==> src/rtl/simd_register_file_pkg.sv <==
// Shared encodings for the SIMD register file: core pipeline states, write-source
// select values and the offsets of the read-only registers from the top of the file.
package simd_register_file_pkg;

  typedef enum logic [2:0] {
    CS_REQUEST = 3'b011,
    CS_UPDATE  = 3'b110
  } core_state_e;

  typedef enum logic [1:0] {
    MUX_ARITHMETIC = 2'b00,
    MUX_MEMORY     = 2'b01,
    MUX_CONSTANT   = 2'b10,
    MUX_NONE       = 2'b11
  } reg_mux_e;

  // Read-only registers live at NUM_REGS - offset.
  localparam int RO_BLOCK_OFF   = 3;
  localparam int RO_THREADS_OFF = 2;
  localparam int RO_LANE_OFF    = 1;

endpackage

==> src/rtl/regfile_lane.sv <==
// Storage for one SIMD lane: NUM_REGS-3 writable registers plus three read-only
// registers (block id, lane count, lane index), with two combinational read ports.
module regfile_lane
  import simd_register_file_pkg::*;
#(
  parameter int NUM_REGS  = 16,
  parameter int DATA_BITS = 32,
  parameter int THREADS   = 4,
  parameter int LANE_ID   = 0,
  parameter int RA        = $clog2(NUM_REGS)
) (
  input  logic                 clk,
  input  logic                 reset,
  input  logic                 i_wr_en,
  input  logic [RA-1:0]        i_wr_addr,
  input  logic [DATA_BITS-1:0] i_wr_data,
  input  logic [RA-1:0]        i_rs_addr,
  input  logic [RA-1:0]        i_rt_addr,
  input  logic [7:0]           i_block_id,
  output logic [DATA_BITS-1:0] o_rs_data,
  output logic [DATA_BITS-1:0] o_rt_data
);

  localparam int NUM_WR = NUM_REGS - RO_BLOCK_OFF;

  logic [DATA_BITS-1:0] r_mem [NUM_WR];

  // NOTE: this storage is flop-based and must clear asynchronously on reset, so it
  // cannot map to a RAM macro; every entry gets an explicit reset value.
  always_ff @(posedge clk or negedge reset) begin
    if (!reset) begin
      for (int k = 0; k < NUM_WR; k++) r_mem[k] <= '0;
    end else if (i_wr_en) begin
      r_mem[i_wr_addr] <= i_wr_data;
    end
  end

  function automatic logic [DATA_BITS-1:0] read_reg(input logic [RA-1:0] addr,
                                                    input logic [7:0]    blk);
    if (int'(addr) == NUM_REGS - RO_BLOCK_OFF)        return DATA_BITS'(blk);
    else if (int'(addr) == NUM_REGS - RO_THREADS_OFF) return DATA_BITS'(THREADS);
    else if (int'(addr) == NUM_REGS - RO_LANE_OFF)    return DATA_BITS'(LANE_ID);
    else if (int'(addr) < NUM_WR)                     return r_mem[addr];
    else                                              return '0;
  endfunction

  assign o_rs_data = read_reg(i_rs_addr, i_block_id);
  assign o_rt_data = read_reg(i_rt_addr, i_block_id);

endmodule

==> src/rtl/simd_register_file.sv <==
// SIMD register file top: per-lane storage, a per-register load scoreboard shared
// across lanes, the load-writeback handshake and a sticky writeback protocol error.
module simd_register_file
  import simd_register_file_pkg::*;
#(
  parameter int THREADS   = 4,
  parameter int NUM_REGS  = 16,
  parameter int DATA_BITS = 32,
  parameter int RA        = $clog2(NUM_REGS)
) (
  input  logic                         clk,
  input  logic                         reset,
  input  logic                         enable,
  input  logic [7:0]                   block_id,
  input  logic [2:0]                   core_state,
  input  logic [THREADS-1:0]           thread_mask,
  input  logic [RA-1:0]                rd_addr,
  input  logic [RA-1:0]                rs_addr,
  input  logic [RA-1:0]                rt_addr,
  input  logic                         reg_write_enable,
  input  logic [1:0]                   reg_input_mux,
  input  logic [DATA_BITS-1:0]         immediate,
  input  logic [THREADS*DATA_BITS-1:0] alu_out,
  input  logic                         wb_valid,
  output logic                         wb_ready,
  input  logic [RA-1:0]                wb_addr,
  input  logic [THREADS-1:0]           wb_mask,
  input  logic [THREADS*DATA_BITS-1:0] wb_data,
  output logic [THREADS*DATA_BITS-1:0] rs,
  output logic [THREADS*DATA_BITS-1:0] rt,
  output logic                         read_valid,
  output logic                         hazard,
  output logic                         busy_any,
  output logic                         wb_error
);

  localparam logic [RA-1:0] RO_BASE = RA'(NUM_REGS - RO_BLOCK_OFF);

  logic [NUM_REGS-1:0]          r_busy;
  logic [NUM_REGS-1:0]          w_busy_next;
  logic                         r_busy_any;
  logic                         r_wb_error;
  logic                         r_read_valid;
  logic [7:0]                   r_block_id;
  logic [THREADS*DATA_BITS-1:0] r_rs;
  logic [THREADS*DATA_BITS-1:0] r_rt;
  logic [THREADS*DATA_BITS-1:0] w_rs_flat;
  logic [THREADS*DATA_BITS-1:0] w_rt_flat;

  logic w_update_wr;
  logic w_req;
  logic w_wb_fire;
  logic w_rd_writable;
  logic w_wb_writable;
  logic w_data_src;
  logic w_load_issue;
  logic w_read_ok;
  logic [RA-1:0] w_wr_addr;

  assign w_update_wr   = enable && (core_state == CS_UPDATE) && reg_write_enable;
  assign w_req         = enable && (core_state == CS_REQUEST);
  assign wb_ready      = !w_update_wr;
  assign w_wb_fire     = wb_valid && wb_ready;
  assign w_rd_writable = (rd_addr < RO_BASE);
  assign w_wb_writable = (wb_addr < RO_BASE);
  assign w_data_src    = (reg_input_mux == MUX_ARITHMETIC) || (reg_input_mux == MUX_CONSTANT);
  assign w_load_issue  = w_update_wr && (reg_input_mux == MUX_MEMORY) && w_rd_writable;
  // Update writes and writebacks never collide because wb_ready drops for updates.
  assign w_wr_addr     = w_wb_fire ? wb_addr : rd_addr;

  // Hazard looks at the registered scoreboard, so a writeback clearing busy this
  // cycle is deliberately not visible to a same-cycle read.
  assign hazard    = w_req && (r_busy[rs_addr] || r_busy[rt_addr] || r_busy[rd_addr]);
  assign w_read_ok = w_req && !hazard;

  // NOTE: every variable written in always_comb is assigned a default first so no
  // path leaves it unassigned and no latch is inferred.
  always_comb begin
    w_busy_next = r_busy;
    if (w_wb_fire)    w_busy_next[wb_addr] = 1'b0;
    if (w_load_issue) w_busy_next[rd_addr] = 1'b1;
  end

  for (genvar i = 0; i < THREADS; i++) begin : g_lane
    logic                 w_we;
    logic [DATA_BITS-1:0] w_wd;

    assign w_we = (w_wb_fire && wb_mask[i] && w_wb_writable) ||
                  (w_update_wr && w_data_src && thread_mask[i] && w_rd_writable);
    assign w_wd = w_wb_fire ? wb_data[i*DATA_BITS +: DATA_BITS]
                : (reg_input_mux == MUX_CONSTANT) ? immediate
                : alu_out[i*DATA_BITS +: DATA_BITS];

    regfile_lane #(
      .NUM_REGS  (NUM_REGS),
      .DATA_BITS (DATA_BITS),
      .THREADS   (THREADS),
      .LANE_ID   (i),
      .RA        (RA)
    ) u_lane (
      .clk        (clk),
      .reset      (reset),
      .i_wr_en    (w_we),
      .i_wr_addr  (w_wr_addr),
      .i_wr_data  (w_wd),
      .i_rs_addr  (rs_addr),
      .i_rt_addr  (rt_addr),
      .i_block_id (r_block_id),
      .o_rs_data  (w_rs_flat[i*DATA_BITS +: DATA_BITS]),
      .o_rt_data  (w_rt_flat[i*DATA_BITS +: DATA_BITS])
    );
  end

  // NOTE: sequential state uses non-blocking assignments so every flop samples the
  // pre-edge values regardless of statement order.
  always_ff @(posedge clk or negedge reset) begin
    if (!reset) begin
      r_busy       <= '0;
      r_busy_any   <= 1'b0;
      r_wb_error   <= 1'b0;
      r_read_valid <= 1'b0;
      r_block_id   <= '0;
      r_rs         <= '0;
      r_rt         <= '0;
    end else begin
      r_busy       <= w_busy_next;
      r_busy_any   <= |w_busy_next;
      r_read_valid <= w_read_ok;
      if (w_wb_fire && !r_busy[wb_addr]) r_wb_error <= 1'b1;
      if (enable) r_block_id <= block_id;
      if (w_read_ok) begin
        r_rs <= w_rs_flat;
        r_rt <= w_rt_flat;
      end
    end
  end

  assign rs         = r_rs;
  assign rt         = r_rt;
  assign read_valid = r_read_valid;
  assign busy_any   = r_busy_any;
  assign wb_error   = r_wb_error;

endmodule

==> config.mk <==
export PLATFORM = sky130hd
export DESIGN_NAME = simd_register_file
export DESIGN_NICKNAME = d
export VERILOG_FILES = /design/src/rtl/simd_register_file_pkg.sv /design/src/rtl/regfile_lane.sv /design/src/rtl/simd_register_file.sv
export SDC_FILE = /design/constraint.sdc
export NUM_CORES = 2
export LEC_CHECK = 0
export CAP_MARGIN = 20
export CORE_MARGIN = 3
export CORE_UTILIZATION = 55
export CTS_CLUSTER_SIZE = 10
export DETAILED_ROUTE_END_ITERATION = 8
export HOLD_SLACK_MARGIN = 0.03
export PLACE_DENSITY = 0.78
export SLEW_MARGIN = 20
export SYNTH_ARGS = -nofsm -noshare
export SYNTH_HDL_FRONTEND = slang
export SYNTH_SLANG_ARGS = --single-unit
==> constraint.sdc <==
create_clock -name clk -period 3.49 [get_ports clk]
set_input_delay 0.349 -clock clk [delete_from_list [all_inputs] [get_ports clk]]
set_output_delay 0.349 -clock clk [all_outputs]
set_load 0.005 [all_outputs]
# --- Word-level counts from Yosys, hierarchy flattened ---
# Cells that the tools add are included.
totals:
  ramBits: 0
  wordCells: 215
  romBits: 0
  register_bits: 1947
  latch_bits: 0
  mem_count: 0
  input_bits: 330
classes:
  n_bitwise: 6
  reduce_logical: 41
  n_shift: 0
  add_sub_neg: 0
  n_mux: 85
  div: 0
  eq_ne: 10
  n_mul: 0
  magnitude_cmp: 14
op_table:
  columns: ["cell", "n"]
  rows:
  - ["two-way mux 32 bit", 57]
  - ["bitwise mux 416 bit", 4]
  - ["binary-select mux 32 bit (select 4 bit)", 8]
  - ["demux 32 bit (select 4 bit)", 1]
  - ["two-way mux 16 bit", 2]
  - ["logical AND 1 bit", 29]
  - ["less-than comparator 4 x 5 -> 1 bit, second input constant", 4]
  - ["bitwise AND 16 bit", 1]
  - ["binary-select mux 1 bit (select 4 bit)", 4]
  - ["less-than comparator 4 bit, second input constant", 4]
  - ["inverter 16 bit", 1]
  - ["OR 16 bit", 1]
  - ["OR reduction 16 bit", 1]
  - ["greater-or-equal comparator 5 bit, second input constant", 3]
  - ["inverter 4 -> 5 bit", 3]
  - ["demux 1 bit (select 4 bit)", 2]
  - ["== test 4 x 1 -> 1 bit, second input constant", 2]
  - ["== test 4 x 2 -> 1 bit, second input constant", 2]
  - ["== test 4 x 3 -> 1 bit, second input constant", 2]
  - ["greater-or-equal comparator 4 x 1 -> 1 bit, second input constant", 2]
  - ["logical OR 1 bit", 7]
  - ["two-way mux 1 bit", 6]
  - ["less-than comparator 5 x 1 -> 1 bit, second input constant", 1]
  - ["two-way mux 4 bit", 1]
  - ["other kinds (6)", 8]

# --- Depth between registers and ports, before layout ---
logic_depth:
  word_depth: 12
  ltp_mapped: 11
  depth_no_buf: 5

# --- Hierarchy ---
# A second synthesis with hierarchy kept.
hier_totals:
  hier_cells: 7251
  area_unflattened_um2: 101757.6
modules_own_cells:
  columns: ["mod", "seq_area_each_um2", "area_each_um2", "instances", "cells_each"]
  rows:
  - ["regfile_lane at g_lane[0].u_lane", 10410.0, 22121.2, 1, 1551]
  - ["regfile_lane at g_lane[1].u_lane", 10410.0, 22117.5, 1, 1514]
  - ["regfile_lane at g_lane[2].u_lane", 10410.0, 22011.1, 1, 1528]
  - ["regfile_lane at g_lane[3].u_lane", 10410.0, 21936.0, 1, 1479]
  - ["simd_register_file", 7081.8, 13571.8, 1, 1179]

# --- Worst setup path after synthesis ---
# Ideal clock, no wire load.
synth_timing:
  kind: "input to register"
  from: "in rt_addr[0]"
  to: "reg r_rt[79], in the netlist rt[79]"
  setup_time_ns: 0.126
  cell_stages: 8
  arrival_ns: 2.510
  path_slack_ns: 0.855
  cell_sequence: "buf_2 -> buf_2 -> buf_4 -> buf_1 -> mux4_2 -> mux4_2 -> nand2_1 -> mux2i_1"
synth_between:
  elab_chain_len: 8
  word_cells_on_any_way: 19
synth_lines:
  columns: ["element", "line_no", "source"]
  rows:
  - ["start, declared", "simd_register_file.sv:19", "input logic [RA-1:0] rt_addr,"]
  - ["inverter 4 -> 5 bit (not written as such)", "regfile_lane.sv:43", "else if (int'(addr) < NUM_WR) return r_mem[addr];"]
  - ["binary-select mux 32 bit (select 4 bit)", "regfile_lane.sv:43", null]
  - ["two-way mux 32 bit (not written as such) (2 in series)", "regfile_lane.sv:43", null]
  - ["two-way mux 32 bit", "regfile_lane.sv:43", null]
  - ["two-way mux 32 bit", "regfile_lane.sv:42", "else if (int'(addr) == NUM_REGS - RO_LANE_OFF) return DATA_BITS'(LANE_ID);"]
  - ["two-way mux 32 bit", "regfile_lane.sv:41", "else if (int'(addr) == NUM_REGS - RO_THREADS_OFF) return DATA_BITS'(THREADS);"]
  - ["two-way mux 32 bit", "regfile_lane.sv:40", "if (int'(addr) == NUM_REGS - RO_BLOCK_OFF) return DATA_BITS'(blk);"]
  - ["end signal, assigned", "simd_register_file.sv:133", "r_rt <= w_rt_flat;"]
  - ["end, declared", "simd_register_file.sv:46", "logic [THREADS*DATA_BITS-1:0] r_rt;"]
# Several ways; a longest one is shown, not always the timed one. The select of a mux whose other input is x is not followed.
# A chain may end at the register's enable or synchronous reset.

# --- Final worst setup path ---
layout_timing:
  from: "reg r_busy[13]"
  to: "out hazard"
layout_between:
  elab_chain_len: 5
  word_cells_on_any_way: 9
layout_lines:
  columns: ["element", "line_no", "source"]
  rows:
  - ["start, declared", "simd_register_file.sv:39", "logic [NUM_REGS-1:0] r_busy;"]
  - ["start signal, assigned", "simd_register_file.sv:126", "r_busy <= w_busy_next;"]
  - ["binary-select mux 1 bit (select 4 bit)", "simd_register_file.sv:73", "assign hazard = w_req && (r_busy[rs_addr] || r_busy[rt_addr] || r_busy[rd_addr]);"]
  - ["two-way mux 1 bit (not written as such)", "simd_register_file.sv:73", null]
  - ["logical OR 1 bit", "simd_register_file.sv:73", null]
  - ["logical OR 1 bit *", "simd_register_file.sv:73", null]
  - ["logical AND 1 bit *", "simd_register_file.sv:73", null]
  - ["end, declared", "simd_register_file.sv:32", "output logic hazard,"]
# Mark *: on every way between the ends. The rest lies on a longest branch, timed or not. The select of a mux whose other input is x is not followed.

==> results.tsv <==
metric	value	unit
vias in the first global route	71297	
critical path fanouts, max	5	
P per Cell Area	567	mW/mm^2
Seq/Total Area, Yosys	47.8	%
Tightest Pin Transition	1.21	ns
number of flops mapped to enable cells by yosys	0	
worst path bufs/invs	1	
# nets final	7830	
Die W	437	um
GRT Total Usage	34.8	%
Clock transition at path regs	0.05	ns
CTS HTree Levels	4	
Area Growth Syn to Fin	16.9	%
Min Hold Slack	0.0889	ns
max_cap viols	0	
Core Util, Final	64.9	%
# DRC	0	
final hold vios	0	
placed cells	9744	
Mapped Cells	6915	
layout cells sized above 1	46.1	%
Post-CTS Setup Bufs	0	
most common cell after layout, fill and taps aside	dfrtp_1	
Fmax	0.291	GHz
top layer in use	met5	
CP required	3.14	ns
# rows	157	
Mapped Avg Cell Area	14.7	um^2
largest net degree at the start of global routing	129	
Clock Skew	0.0534	ns
Vias/cell	6.74	
Die ar.	0.191	mm^2
Clock Latency Late Sink	0.89	ns
ys flop type	dfrtp_1	
clock root buffer	clkbuf_16	
Final WS setup	0.0577	ns
metal3 WL	31.0	mm
Final Slew Violations	0	
IR drop worst, VDD	438	uV
Reg2Reg Setup Slack	0.46	ns
TritonCTS clock tree	done	
global-route wire length before repair	484	mm
drt total wl	332	mm
CP top delay family	simple AND/OR/NAND/NOR gates	
post-placement setup slack	-0.191	ns
post-route ant nets	0	
Num Clock Sinks	1947	
mux cell area share after synthesis	43.3	%
top cell type's share of synthesized area	47.8	%
io pins	591	
Worst slew margin	19.0	%
crit start category	flip-flop	
status	complete, no violations	
largest family of logic cells by synthesized area	multiplexers	
RD Place Congestion	0.938	
fraction of registers with async set/reset	100	%
met2 WL	155	mm
Setup crit end kind	output port	
dominant cell type by area after synthesis	dfrtp_1	
Leak	52.5	nW
wire length per cell	33.1	um
#FFs+latches synth	1947	
clk buf depth	3	
mapped cell area	0.102	mm^2
Initial Utilization	55.5	%
RSZ-0062 raised after global routing	false	
crit path DAT	3.08	ns
adder-cell area share of the yosys netlist	0	%
area of the core	0.184	mm^2
hpwl dp	214	mm
Yosys cell types	61	
commonest cells after routing, fill and taps aside	dfrtp_1 (1944), mux2_2 (1716), mux4_2 (997)	
Filler Cell Count	12761	
TritonCTS Buffers	217	
Synth Area in Compound Gates	2.62	%
detailed-route via count	67642	
xor and xnor area share after synthesis	0	%
cells along the critical path	mux4_2 -> nor2b_1 -> or4_4 -> o31a_1 -> dlygate4sd2_1	
Buffers on Ports	590	
initial antenna violation count	23	
wl on met1	119	mm
Iteration-0 DRC Markers	6744	
Mapped Nets	7245	
YS warnings	0	
simple-gate share of the synthesized area	2.70	%
dominant cells by area after synthesis	dfrtp_1 (48%), mux4_2 (22%), mux2_2 (19%)	
Final setup viols	0	
GRT overflow	0	
CP max stage cell	mux4_2	
HP Class	in -> async	
crit share post-route	98.3	%
final critical-path required period	3.43	ns
Crit path largest cell delay	0.47	ns
Crit Path Category	reg -> out	
final std cells w/o fill	10035	
Pre-antenna DRT Iters	8	
Die Y	437	um
kinds of logic (layout without fill, tap and decap cells):
group | Yosys count | after routing
multiplexers | 2952 | 2952
flip-flops | 1947 | 1947
AO/OA/AOI/OAI | 459 | 459
other | 0 | 29
AND/OR/NAND/NOR | 649 | 649
buffers and inverters | 908 | 1535
per-layer routing:
layer | up-vias | global-route usage, %
li1 | 27177 | -
met1 | 35796 | 43.7
met2 | 3698 | 53.6
met3 | 963 | 8.61
met4 | 8 | 24.2
met5 | - | 0
cell type report:
| cell class | instances | area (um^2) | area share, % |
|---|---|---|---|
| flip-flops and latches | 1947 | 48700 | 40.9 |
| diodes | 29 | 72.6 | 0.0609 |
| inverters | 256 | 973 | 0.816 |
| multi-input cells | 4060 | 49800 | 41.8 |
| clock inverters | 19 | 378 | 0.317 |
| repair buffers | 1018 | 10600 | 8.88 |
| clock buffers | 242 | 5580 | 4.68 |
| well taps | 2464 | 3080 | 2.59 |
registers in the layout (all words and copies together), names as in the netlist:
name	flops
busy_any	1
g_lane.u_lane.r_mem	1664
r_block_id	8
r_busy	16
read_valid	1
rs	128
rt	128
wb_error	1
what timing repair did:
| action | CTS | global route |
|---|---|---|
| hold endpoints to repair | 612 | 0 |
| resized for setup | 5 | 0 |
| hold buffers | 1 | 0 |
| setup endpoints to repair | 1 | 0 |
final timing paths:
path                       startpoint  endpoint  depth (start not counted)
min in group clk           rt_addr[3]    rt[32]                          4
hold / removal                  reset    rs[14]                          2
max in group asynchronous       reset    rs[56]                          4
setup reg to reg            r_busy[4]    rs[10]                          9
hold reg to reg               rs[108]   rs[108]                          2
setup / recovery           r_busy[13]    hazard                          5
cell usage after synthesis, types with 5 or more instances:
cell       instances
nand2_1          470
buf_1            162
nand2b_1          21
a311oi_1          20
mux2_2          1716
dfrtp_1         1947
buf_2            125
nor2b_1           30
a21oi_1          144
o2111ai_1          6
nor2_1            62
mux4_2           997
and2_1            16
nand3b_1           5
clkbuf_1         338
buf_4             25
o21ai_0          197
a211oi_1          10
o31ai_1            8
o32ai_1            6
inv_1            254
a32o_1             5
a21o_1            18
a221oi_1           9
and3_1            22
mux2i_1          237
power breakdown:
part	switching, W	internal (W)	total, W
clock network	0.00909	0.0113	0.0204
logic	0.00630	0.00985	0.0161
registers	0.00369	0.0274	0.0311
total	0.0191	0.0486	0.0676
per-stage QoR:
stage	cell area, um^2	power [W]	setup TNS [ns]
finish	119000	0.0676	0
global placement	113000	0.0462	-24.76
global route	119000	0.0702	0
CTS	119000	0.0677	0
detailed placement	113000	0.0473	-2.37
floorplan	102000	0.0404	0
Power figures use the tool's default switching activity.
